`config.mk`:
```
export PLATFORM = sky130hd
export DESIGN_NAME = fetch_ctrl
export DESIGN_NICKNAME = d
export VERILOG_FILES = /design/src/rtl/fetch_ctrl.sv
export SDC_FILE = /design/constraint.sdc
export NUM_CORES = 1
export LEC_CHECK = 0
export CAP_MARGIN = 40
export CORE_ASPECT_RATIO = 1.75
export CORE_MARGIN = 4
export CORE_UTILIZATION = 39
export DETAILED_ROUTE_END_ITERATION = 12
export GPL_TIMING_DRIVEN = 0
export MAX_ROUTING_LAYER = met4
export PLACE_DENSITY = 0.67
export SYNTH_ARGS = -nofsm -noshare
export SYNTH_HDL_FRONTEND = slang
export SYNTH_SLANG_ARGS = --single-unit
```
`constraint.sdc`:
```
create_clock -name clk -period 5.7 [get_ports clk]
set_input_delay 0.57 -clock clk [delete_from_list [all_inputs] [get_ports clk]]
set_output_delay 0.57 -clock clk [all_outputs]
set_load 0.03 [all_outputs]
```
`src/rtl/fetch_ctrl.sv`:
```
// Fetch sequencer: owns the PC, keeps one imem request in flight and
// buffers a single fetched instruction toward decode.
module fetch_ctrl #(
    parameter logic [31:0] RESET_PC  = 32'h0000_0000,
    parameter int          TIMEOUT   = 16,
    parameter logic [31:0] NOP_INSTR = 32'h0000_0013
) (
    input  logic        clk,
    input  logic        rst,
    output logic        imem_req,
    output logic [31:0] imem_addr,
    input  logic        imem_ready,
    input  logic        imem_rvalid,
    input  logic [31:0] imem_rdata,
    input  logic        stall_i,
    input  logic        redirect_i,
    input  logic [31:0] redirect_pc,
    output logic        pc_sel,
    output logic        instr_valid,
    output logic [31:0] instr,
    output logic [31:0] instr_pc,
    output logic        err_o
);

    localparam int CW = (TIMEOUT > 2) ? $clog2(TIMEOUT) : 1;

    typedef enum logic [2:0] {
        BOOT,
        FETCH,
        WAIT,
        DRAIN,
        ERR
    } state_e;

    state_e        state_q, state_d;
    logic [31:0]   pc_q, pc_d;
    logic [31:0]   instr_q, instr_d;
    logic [31:0]   ipc_q, ipc_d;
    logic          vld_q, vld_d;
    logic          err_q, err_d;
    logic [CW-1:0] cnt_q, cnt_d;

    logic [31:0]   tgt_pc;
    logic          timeout;
    logic          req;

    assign tgt_pc  = redirect_pc & ~32'h0000_0003;
    assign timeout = (cnt_q == CW'(TIMEOUT - 1));

    always_comb begin
        state_d = state_q;
        pc_d    = pc_q;
        instr_d = instr_q;
        ipc_d   = ipc_q;
        vld_d   = vld_q & stall_i;
        err_d   = err_q;
        cnt_d   = cnt_q;
        req     = 1'b0;
        pc_sel  = 1'b1;

        if (state_q != ERR && redirect_i) begin
            pc_sel = 1'b0;
        end

        unique case (state_q)
            BOOT: begin
                state_d = FETCH;
                if (redirect_i) begin
                    pc_d = tgt_pc;
                end
            end

            FETCH: begin
                req = ~(vld_q & stall_i);
                if (redirect_i) begin
                    pc_d  = tgt_pc;
                    vld_d = 1'b0;
                end
                if (req && imem_ready) begin
                    cnt_d   = '0;
                    state_d = redirect_i ? DRAIN : WAIT;
                end
            end

            WAIT: begin
                if (imem_rvalid) begin
                    state_d = FETCH;
                    if (redirect_i) begin
                        pc_d  = tgt_pc;
                        vld_d = 1'b0;
                    end else begin
                        instr_d = imem_rdata;
                        ipc_d   = pc_q;
                        vld_d   = 1'b1;
                        pc_d    = pc_q + 32'd4;
                    end
                end else if (timeout) begin
                    state_d = ERR;
                    err_d   = 1'b1;
                    vld_d   = 1'b0;
                end else begin
                    cnt_d = cnt_q + CW'(1);
                    if (redirect_i) begin
                        pc_d    = tgt_pc;
                        vld_d   = 1'b0;
                        state_d = DRAIN;
                    end
                end
            end

            // Response here belongs to a squashed fetch; drop it.
            DRAIN: begin
                if (imem_rvalid) begin
                    state_d = FETCH;
                    if (redirect_i) begin
                        pc_d  = tgt_pc;
                        vld_d = 1'b0;
                    end
                end else if (timeout) begin
                    state_d = ERR;
                    err_d   = 1'b1;
                    vld_d   = 1'b0;
                end else begin
                    cnt_d = cnt_q + CW'(1);
                    if (redirect_i) begin
                        pc_d  = tgt_pc;
                        vld_d = 1'b0;
                    end
                end
            end

            ERR: begin
                err_d = 1'b1;
                vld_d = 1'b0;
            end

            default: begin
                state_d = BOOT;
            end
        endcase
    end

    always_ff @(posedge clk or posedge rst) begin
        if (rst) begin
            state_q <= BOOT;
            pc_q    <= RESET_PC;
            instr_q <= NOP_INSTR;
            ipc_q   <= 32'h0;
            vld_q   <= 1'b0;
            err_q   <= 1'b0;
            cnt_q   <= '0;
        end else begin
            state_q <= state_d;
            pc_q    <= pc_d;
            instr_q <= instr_d;
            ipc_q   <= ipc_d;
            vld_q   <= vld_d;
            err_q   <= err_d;
            cnt_q   <= cnt_d;
        end
    end

    assign imem_req    = req;
    assign imem_addr   = pc_q;
    assign instr_valid = vld_q;
    assign instr       = vld_q ? instr_q : NOP_INSTR;
    assign instr_pc    = ipc_q;
    assign err_o       = err_q;

endmodule
```
## Yosys cells after proc, flatten, opt, wreduce, memory -nomap -nowiden

Cells that the tools add are included.

- Divide/modulo/power cells: 0
- Equal/unequal tests: 12
- Bitwise gates (word level): 4
- Add/sub/neg operators: 2
- Muxes and demuxes: 30
- Reduce and logical (&&, ||, !) cells: 12
- Shifts and indexed selects: 0
- $mul: 0
- Magnitude comparators: 0

Operators by type and width:

| operator | number |
|---|---|
| 32-bit 2-to-1 mux | 6 |
| 32-bit one-hot mux with 3 select lines | 1 |
| 32-bit by 3-bit adder with 32-bit output (second input constant) | 1 |
| 3-bit 2-to-1 mux | 6 |
| 3-bit one-hot mux with 5 select lines | 1 |
| 4-bit 2-to-1 mux | 3 |
| 1-bit 2-to-1 mux | 10 |
| 4-bit one-hot mux with 2 select lines | 1 |
| 4-bit AND reduction | 2 |
| 3-bit by 2-bit == test with 1-bit output (second input constant) | 2 |
| 2-bit != test (second input constant) | 3 |
| 3-bit != test (second input constant) | 2 |
| 3-bit AND reduction | 2 |
| 4-bit by 1-bit adder with 4-bit output (second input constant) | 1 |
| 4-bit == test (second input constant) | 1 |
| 4-bit != test (second input constant) | 1 |
| 1-bit one-hot mux with 4 select lines | 1 |
| 2-bit nonzero test | 2 |
| 2-bit OR reduction | 2 |
| 3-bit by 1-bit == test with 1-bit output (second input constant) | 1 |
| 3-bit == test (second input constant) | 1 |
| 3-bit logical NOT | 1 |
| 1-bit NOT | 3 |
| 3-bit nonzero test | 1 |
| other kinds (4) | 5 |

- Memories: 0
- Bits of input ports: 70
- Register bits after elaboration: 105
- Bits in read-only memories: 0
- RAM bits: 0
- Bits in latches: 0

## Logic depth before layout (Yosys ltp)

Gate-level depths: netlist (run 1).

- Depth after elaboration: 5
- Gate-level depth with buffers: 8
- Gate-level depth less buffers: 7

## Worst setup path after synthesis (run 1)

No wires, ideal clock.

- Kind: register to output
- Start: reg state_q[2]
- End: out imem_req
- Arrival: 1777 ps
- Path slack: 3353 ps
- Cell stages (with the launch flop): 4
- Path through: dfrtp_1 buf_2 buf_1 nor4b_1

- Cells in the longest elaborated chain, start to end: 2

Ends and longest elaborated chain:

| element | line | RTL |
|---|---|---|
| from (decl) | 35 | `state_e state_q, state_d;` |
| from (signal assigned) | 153 | `state_q <= state_d;` |
| 3-bit by 1-bit == test with 1-bit output | 65 | `unique case (state_q)` |
| 1-bit 2-to-1 mux | 65 |  |
| to (decl) | 10 | `output logic imem_req,` |

Every way passes these cells.

## Worst setup path in the final report (run 1)

- Start: in redirect_i
- End: out pc_sel

- Cells in the longest elaborated chain, start to end: 2

Ends and longest elaborated chain:

| element | line | RTL |
|---|---|---|
| from (decl) | 16 | `input logic redirect_i,` |
| 1-bit logical AND | 61 | `if (state_q != ERR && redirect_i) begin` |
| 1-bit 2-to-1 mux | 61 |  |
| to (decl) | 18 | `output logic pc_sel,` |

Every way passes these cells.

==> key figures, run 1 <==
Status
  – Status: completed

Die
  – Die Span Y: 173.4 µm
  – Site Rows: 60
  – Die ar.: 17,770 µm²
  – Starting Density: 39.61%
  – IO Pins: 170
  – Floorplan core area: 15,390 µm²
  – Die W: 102.5 µm

GRT
  – Gr ovfl total: 0
  – Number of global-route vias before repair: 6,100
  – Initial antenna violation count: 0
  – GRT Total Usage: 26.28%
  – Largest net degree at the start of global routing: 60
  – First-pass GRT wire length: 34,800 µm

Timing
  – Max Clock Skew: 0.01914 ns
  – Final setup vio count: 0
  – Final Hold Viols: 0
  – Worst-margin pin slew: 0.9090 ns
  – FMAX: 272.2 MHz
  – RSZ-0062 raised after global routing: false
  – Crit share post-route: 64.46%
  – Worst slew margin: 39.40%
  – Period minus WS final: 3.674 ns
  – TNS Setup: 0 ns
  – Worst setup margin: 2.026 ns
  – Hold_ws: 0.4731 ns
  – Max Slew Vio Count: 0

Route
  – Residual DRC count: 0
  – Vias: 5,975
  – Final WL: 22,780 µm
  – Wire per inst: 22.68 µm
  – 1st-iter DRT viols: 443
  – 1st-pass router iterations: 5
  – Routed vias/inst: 5.951
  – Final ANT Viol Nets: 0

Logic synthesis
  – Number of synthesized flops with an enable pin: 0
  – Number of synthesized register bits: 105
  – FFs w/ async S/R, synth: 100.0%
  – Cell count after synthesis: 633
  – Syn Std Cell Area: 6096 µm²
  – Area contributors post-synth: dfrtp_1, mux2_2, o21ai_0, and2_1, nand2_1
  – Synth unique cells: 73
  – Main flop type after synthesis: dfrtp_1
  – Simple-Gate Fraction of Synth Area: 18.70%
  – Yosys warns: 0
  – Post-synthesis compound-gate area fraction: 18.99%
  – Synth area leader: dfrtp_1
  – Main combinational cell family by area after synthesis: compound AO/OA/AOI/OAI gates
  – Xor and xnor area share after synthesis: 1.293%
  – Syn_nets: 705
  – Sequential area share after synthesis: 43.17%
  – Mux cell area share after synthesis: 12.60%
  – Top cells by instance count after synthesis: dfrtp_1, mux2_2, o21ai_0
  – Post-synth top area share: 41.87%
  – Synth Area in Adders: 0.4105%
  – Count leader, synth: dfrtp_1
  – Avg Cell Area, Syn: 9.630 µm²

Placement
  – Port Buffers: 167
  – Routability congestion estimate from global placement: 0.9855
  – Place WS: 2.080 ns
  – Detailed placement HPWL: 17,420 µm

CTS
  – CTS clk-pin slew, worst paths: 0.08 ns
  – H-tree depth: 3
  – Setup Fix Bufs, Post-CTS: 0
  – CTS max path bufs: 2
  – PostCTS Resize Cnt: 0
  – Clock latency at the later pin of the worst-skew pair: 0.36 ns
  – Root Driver: clkbuf_16
  – CTS sink count: 105
  – Cts hold-fix bufs: 0
  – Total CTS buffers: 9
  – Clock tree from TritonCTS: yes

Pwr
  – Leak pwr: 3.406 nW
  – Power Density: 359.3 nW/µm²
  – VDD IR-drop max: 0.1772 mV
  – Net Sw Power: 1.190 mW
  – Clock power share: 20.8%
  – Sequential share of power: 37.6%
  – Combinational power share: 41.7%
  – Switching Share: 39.78%
  – Cell internal pwr: 1.801 mW

Finish
  – Register area: 2631 µm²
  – Multi-input gate area: 3169 µm²
  – Layout cells sized above 1: 15.65%
  – Final #Nets: 885
  – Synth-to-Final Area Change: 36.56%
  – N_diodes: 0
  – Fillers: 1,423

Worst setup path
  – Reg-to-Reg End: imem_addr[12]
  – Crit-path max FO: 10
  – CP Buf/Inv Count: 5
  – Crit path DAT: 3.10 ns
  – CP Launch Type: primary input
  – R2R cell count: 6
  – CP required: 5.13 ns
  – Worst r2r src: cnt_q[0]
  – Worst-path cell chain: clkdlybuf4s50_1, buf_2, buf_2, buf_1, nand2_1, clkdlybuf4s50_1
  – CP endpoint kind: primary output
  – R2r setup slk: 2.91 ns
  – Crit path kind: in -> out
  – Slowest cell on crit path: clkdlybuf4s50_1
  – Delay-heaviest family, CP: buffers and inverters
  – Levels on crit path: 6
  – Slowest stage delay, CP: 0.63 ns

Flow run
  – Maxcap violations: 0

Hold path
  – Hold Path End: err_o
  – Worst hold path class: reg -> reg
  – Cell depth of the worst hold path: 1
  – Hold_sp: err_o
## stage by stage
stage | cells | power [mW] | util, % | cell area [µm²]
2_1_floorplan | 633 | 1.836 | - | 6096
3_3_place_gp | 986 | 2.352 | 51.98 | 8000
3_5_place_dp | 988 | 2.381 | 52.23 | 8038
4_1_cts | 1004 | 3.009 | 54.09 | 8324
5_1_grt | 1004 | 3.147 | 54.09 | 8324
6_report | 1004 | 2.991 | 54.09 | 8324
## registers in the layout, summed over array words and instances (netlist names)
signal and count:
cnt_q 4, state_q 3, instr_valid 1, imem_addr 32, instr_q 32, err_o 1
instr_pc 32
## kinds of logic after synthesis
family,after synthesis
mux,69
xor+xnor,9
flops,105
simple gates,206
buf+inv,69
fa+ha+maj,2
compound gates,173
## cell usage in the layout, fill, tap and decap left out, drive strengths merged, types with 5 or more instances in the layout
cell type,instances
clkdlybuf4s50,167
dfrtp,102
mux2,62
o21ai,53
nand2,50
and2,32
buf,32
clkbuf,31
a21oi,29
nor2,28
nand3,24
inv,20
nand4,15
a22oi,13
nand2b,11
nor3,9
nor2b,8
mux2i,7
a31oi,7
o211ai,6
o221ai,6
a211oi,6
xnor2,6
and3,6
o31ai,5
a31o,5
## routing by layer
metal,global-route usage (%),vias up,routed length [µm]
li1,-,2687,-
met1,29.63,2915,8265
met2,45.17,309,12020
met3,3.101,64,1513
met4,12.32,0,977
met5,-,-,0
## worst max-delay path by stage
| stage | startpoint | to | slack [ns] |
|---|---|---|---|
| floorplan | rst | cnt_q[0] | 2.37 |
| global placement | rst | cnt_q[2] | 0.87 |
| detailed placement | redirect_i | pc_sel | 2.08 |
| CTS | redirect_i | pc_sel | 2.07 |
| global route | redirect_i | pc_sel | 1.97 |
| finish | redirect_i | pc_sel | 2.03 |
## power by group through the flow
| stage | logic [mW] | clock network (mW) | registers (mW) |
|---|---|---|---|
| finish | 1.25 | 0.621 | 1.12 |
| global route | 1.32 | 0.668 | 1.16 |
| detailed placement | 1.24 | 0 | 1.14 |
| global placement | 1.23 | 0 | 1.12 |
| floorplan | 0.476 | 0 | 1.36 |
| CTS | 1.25 | 0.639 | 1.12 |
## area by class of cell
cell class                      count  area share, %
Multi-Input combinational cell    459          38.07
Sequential cell                   105          31.61
Timing Repair Buffer              169          20.50
Tap cell                          186          2.796
Clock buffer                       10          2.751
Buffer                             51          2.736
Inverter                           18         0.8417
Clock inverter                      6         0.6914
Power figures use the tool's default switching activity.
==> run 2, diff against run 1 <==
--- a/config.mk
+++ b/config.mk
@@ -12,7 +12,7 @@
 export DETAILED_ROUTE_END_ITERATION = 12
 export GPL_TIMING_DRIVEN = 0
 export MAX_ROUTING_LAYER = met4
-export PLACE_DENSITY = 0.67
+export PLACE_DENSITY = 0.7
 export SYNTH_ARGS = -nofsm -noshare
 export SYNTH_HDL_FRONTEND = slang
 export SYNTH_SLANG_ARGS = --single-unit
==> constraint.sdc (replaced) <==
create_clock -name clk -period 3 [get_ports clk]
set_input_delay 0.3 -clock clk [delete_from_list [all_inputs] [get_ports clk]]
set_output_delay 0.3 -clock clk [all_outputs]
set_load 0.03 [all_outputs]
==> run 2 against run 1 <==
Effect of this change:
- worst hold slack got worse by 0.068 ns
- worst setup slack got worse by 1.8 ns
- critical path depth down 1
- combinational power rose by 89%
- sequential power is 91% higher
- critical endpoint unchanged
==> key figures, run 2 (synthesis results as in run 1) <==
GRT
  – Largest net degree at the start of global routing: 40
  – Number of global-route vias before repair: 6,302
  – GRT Total Usage: 26.63%
  – Initial antenna violation count: 0
  – Gr ovfl total: 0
  – First-pass GRT wire length: 35,460 µm

Timing
  – Worst slew margin: 35.88%
  – Final setup vio count: 0
  – Max Slew Vio Count: 0
  – Max Clock Skew: 0.01198 ns
  – Worst-margin pin slew: 0.9560 ns
  – Period minus WS final: 2.732 ns
  – FMAX: 366.0 MHz
  – Hold_ws: 0.4049 ns
  – Final Hold Viols: 0
  – RSZ-0062 raised after global routing: false
  – Crit share post-route: 91.08%

Worst setup path
  – Delay-heaviest family, CP: buffers and inverters
  – Slowest stage delay, CP: 0.63 ns
  – CP required: 2.70 ns
  – CP Launch Type: primary input
  – CP endpoint kind: primary output
  – Crit path DAT: 2.43 ns
  – Crit path kind: in -> out
  – Slowest cell on crit path: clkdlybuf4s50_1
  – Worst-path cell chain: clkdlybuf4s50_1, buf_2, buf_2, nand2_1, clkdlybuf4s50_1
  – Crit-path max FO: 19
  – CP Buf/Inv Count: 4

Finish
  – Layout cells sized above 1: 15.67%
  – Final Util: 54.13%
  – Post-layout instance area: 8330 µm²
  – Synth-to-Final Area Change: 36.66%
  – Commonest non-fill, non-tap cell in the layout: clkdlybuf4s50_1
  – Most frequent cells in the layout: clkdlybuf4s50_1, dfrtp_1, mux2_2
  – N_diodes: 0
  – Final #Nets: 884

Placement
  – Routability congestion estimate from global placement: 0.9758
  – Post-DP Area: 8044 µm²
  – Detailed placement HPWL: 17,660 µm
  – Port Buffers: 167

Die
  – Floorplan core area: 15,390 µm²
  – Die Span Y: 173.4 µm
  – Die ar.: 17,770 µm²
  – Starting Density: 39.61%
  – Site Rows: 60
  – IO Pins: 170
  – Die W: 102.5 µm

Pwr
  – Net Sw Power: 2.269 mW
  – Clock power share: 20.9%
  – Sequential share of power: 37.6%
  – Cell internal pwr: 3.422 mW
  – VDD IR-drop max: 0.3451 mV
  – Leak pwr: 3.399 nW
  – Power Density: 683.2 nW/µm²
  – Power, Total: 5.691 mW
  – Switching Share: 39.87%
  – Combinational power share: 41.5%

Status
  – Status: completed

Route
  – Routed vias/inst: 5.943
  – Residual DRC count: 0
  – Wire per inst: 22.84 µm
  – Final ANT Viol Nets: 0
  – Final WL: 22,910 µm
  – Vias: 5,961
  – 1st-iter DRT viols: 364
  – 1st-pass router iterations: 6

CTS
  – Total CTS buffers: 9
  – Clock tree from TritonCTS: yes
  – CTS clk-pin slew, worst paths: 0.08 ns
  – CTS sink count: 105
  – CTS max path bufs: 2
  – PostCTS Resize Cnt: 0
  – Cts hold-fix bufs: 0
  – Root Driver: clkbuf_16
  – Clock latency at the later pin of the worst-skew pair: 0.36 ns
  – H-tree depth: 3
  – Setup Fix Bufs, Post-CTS: 0

Hold path
  – Worst hold path class: in -> async

Flow run
  – Maxcap violations: 0
[run 2: power by group through the flow]
stage	sequential, mW	combinational, mW	clock (mW)
4_1_cts	2.14	2.37	1.22
6_report	2.14	2.36	1.19
5_1_grt	2.20	2.52	1.27
2_1_floorplan	2.58	0.905	0
3_3_place_gp	2.14	2.32	0
3_5_place_dp	2.17	2.36	0
[run 2: final cells by class]
cell class	count	area, µm²
fillers	1433	7059
multi-input cells	459	3169
flip-flops and latches	105	2631
repair buffers	169	1712
well taps	186	232.7
clock buffers	10	229.0
plain buffers	50	224.0
inverters	18	71.32
clock inverters	6	61.31
[run 2: worst paths after layout]
kind	from	end	slack, ns	cells past startpoint
setup / recovery	redirect_i	pc_sel	0.27	5
setup reg to reg	cnt_q[0]	imem_addr[12]	0.27	6
max in group asynchronous	rst	instr_q[1]	1.90	3
hold reg to reg	err_o	err_o	0.47	1
hold / removal	rst	instr_q[26]	0.40	2
min in group clk	err_o	err_o	0.47	1
[run 2: metal layers]
| metal | GRT usage, % | share of wire, % | vias to the layer above |
|---|---|---|---|
| met4 | 13.41 | 4.8 | 0 |
| met1 | 29.20 | 36 | 2926 |
| li1 | - | - | 2689 |
| met2 | 46.28 | 54 | 271 |
| met5 | - | 0 | - |
| met3 | 2.980 | 5.7 | 75 |
[run 2: worst register-to-register path, stage by stage, from the launching register on]
cell,delay (ns)
dfrtp_1,0.42
ha_1,0.25
nand3_1,0.29
nand2_1,0.35
a21oi_1,0.75
o21ai_0,0.23
a221o_1,0.33
[run 2: per-stage QoR]
stage | std cells | TNS [ns] | setup slack, ns
2_1_floorplan | 633 | 0 | 0.9232
3_3_place_gp | 986 | -0.1621 | -0.1621
3_5_place_dp | 988 | -0.2033 | -0.2033
4_1_cts | 1003 | 0 | 0.2504
5_1_grt | 1003 | 0 | 0.1631
6_report | 1003 | 0 | 0.2675
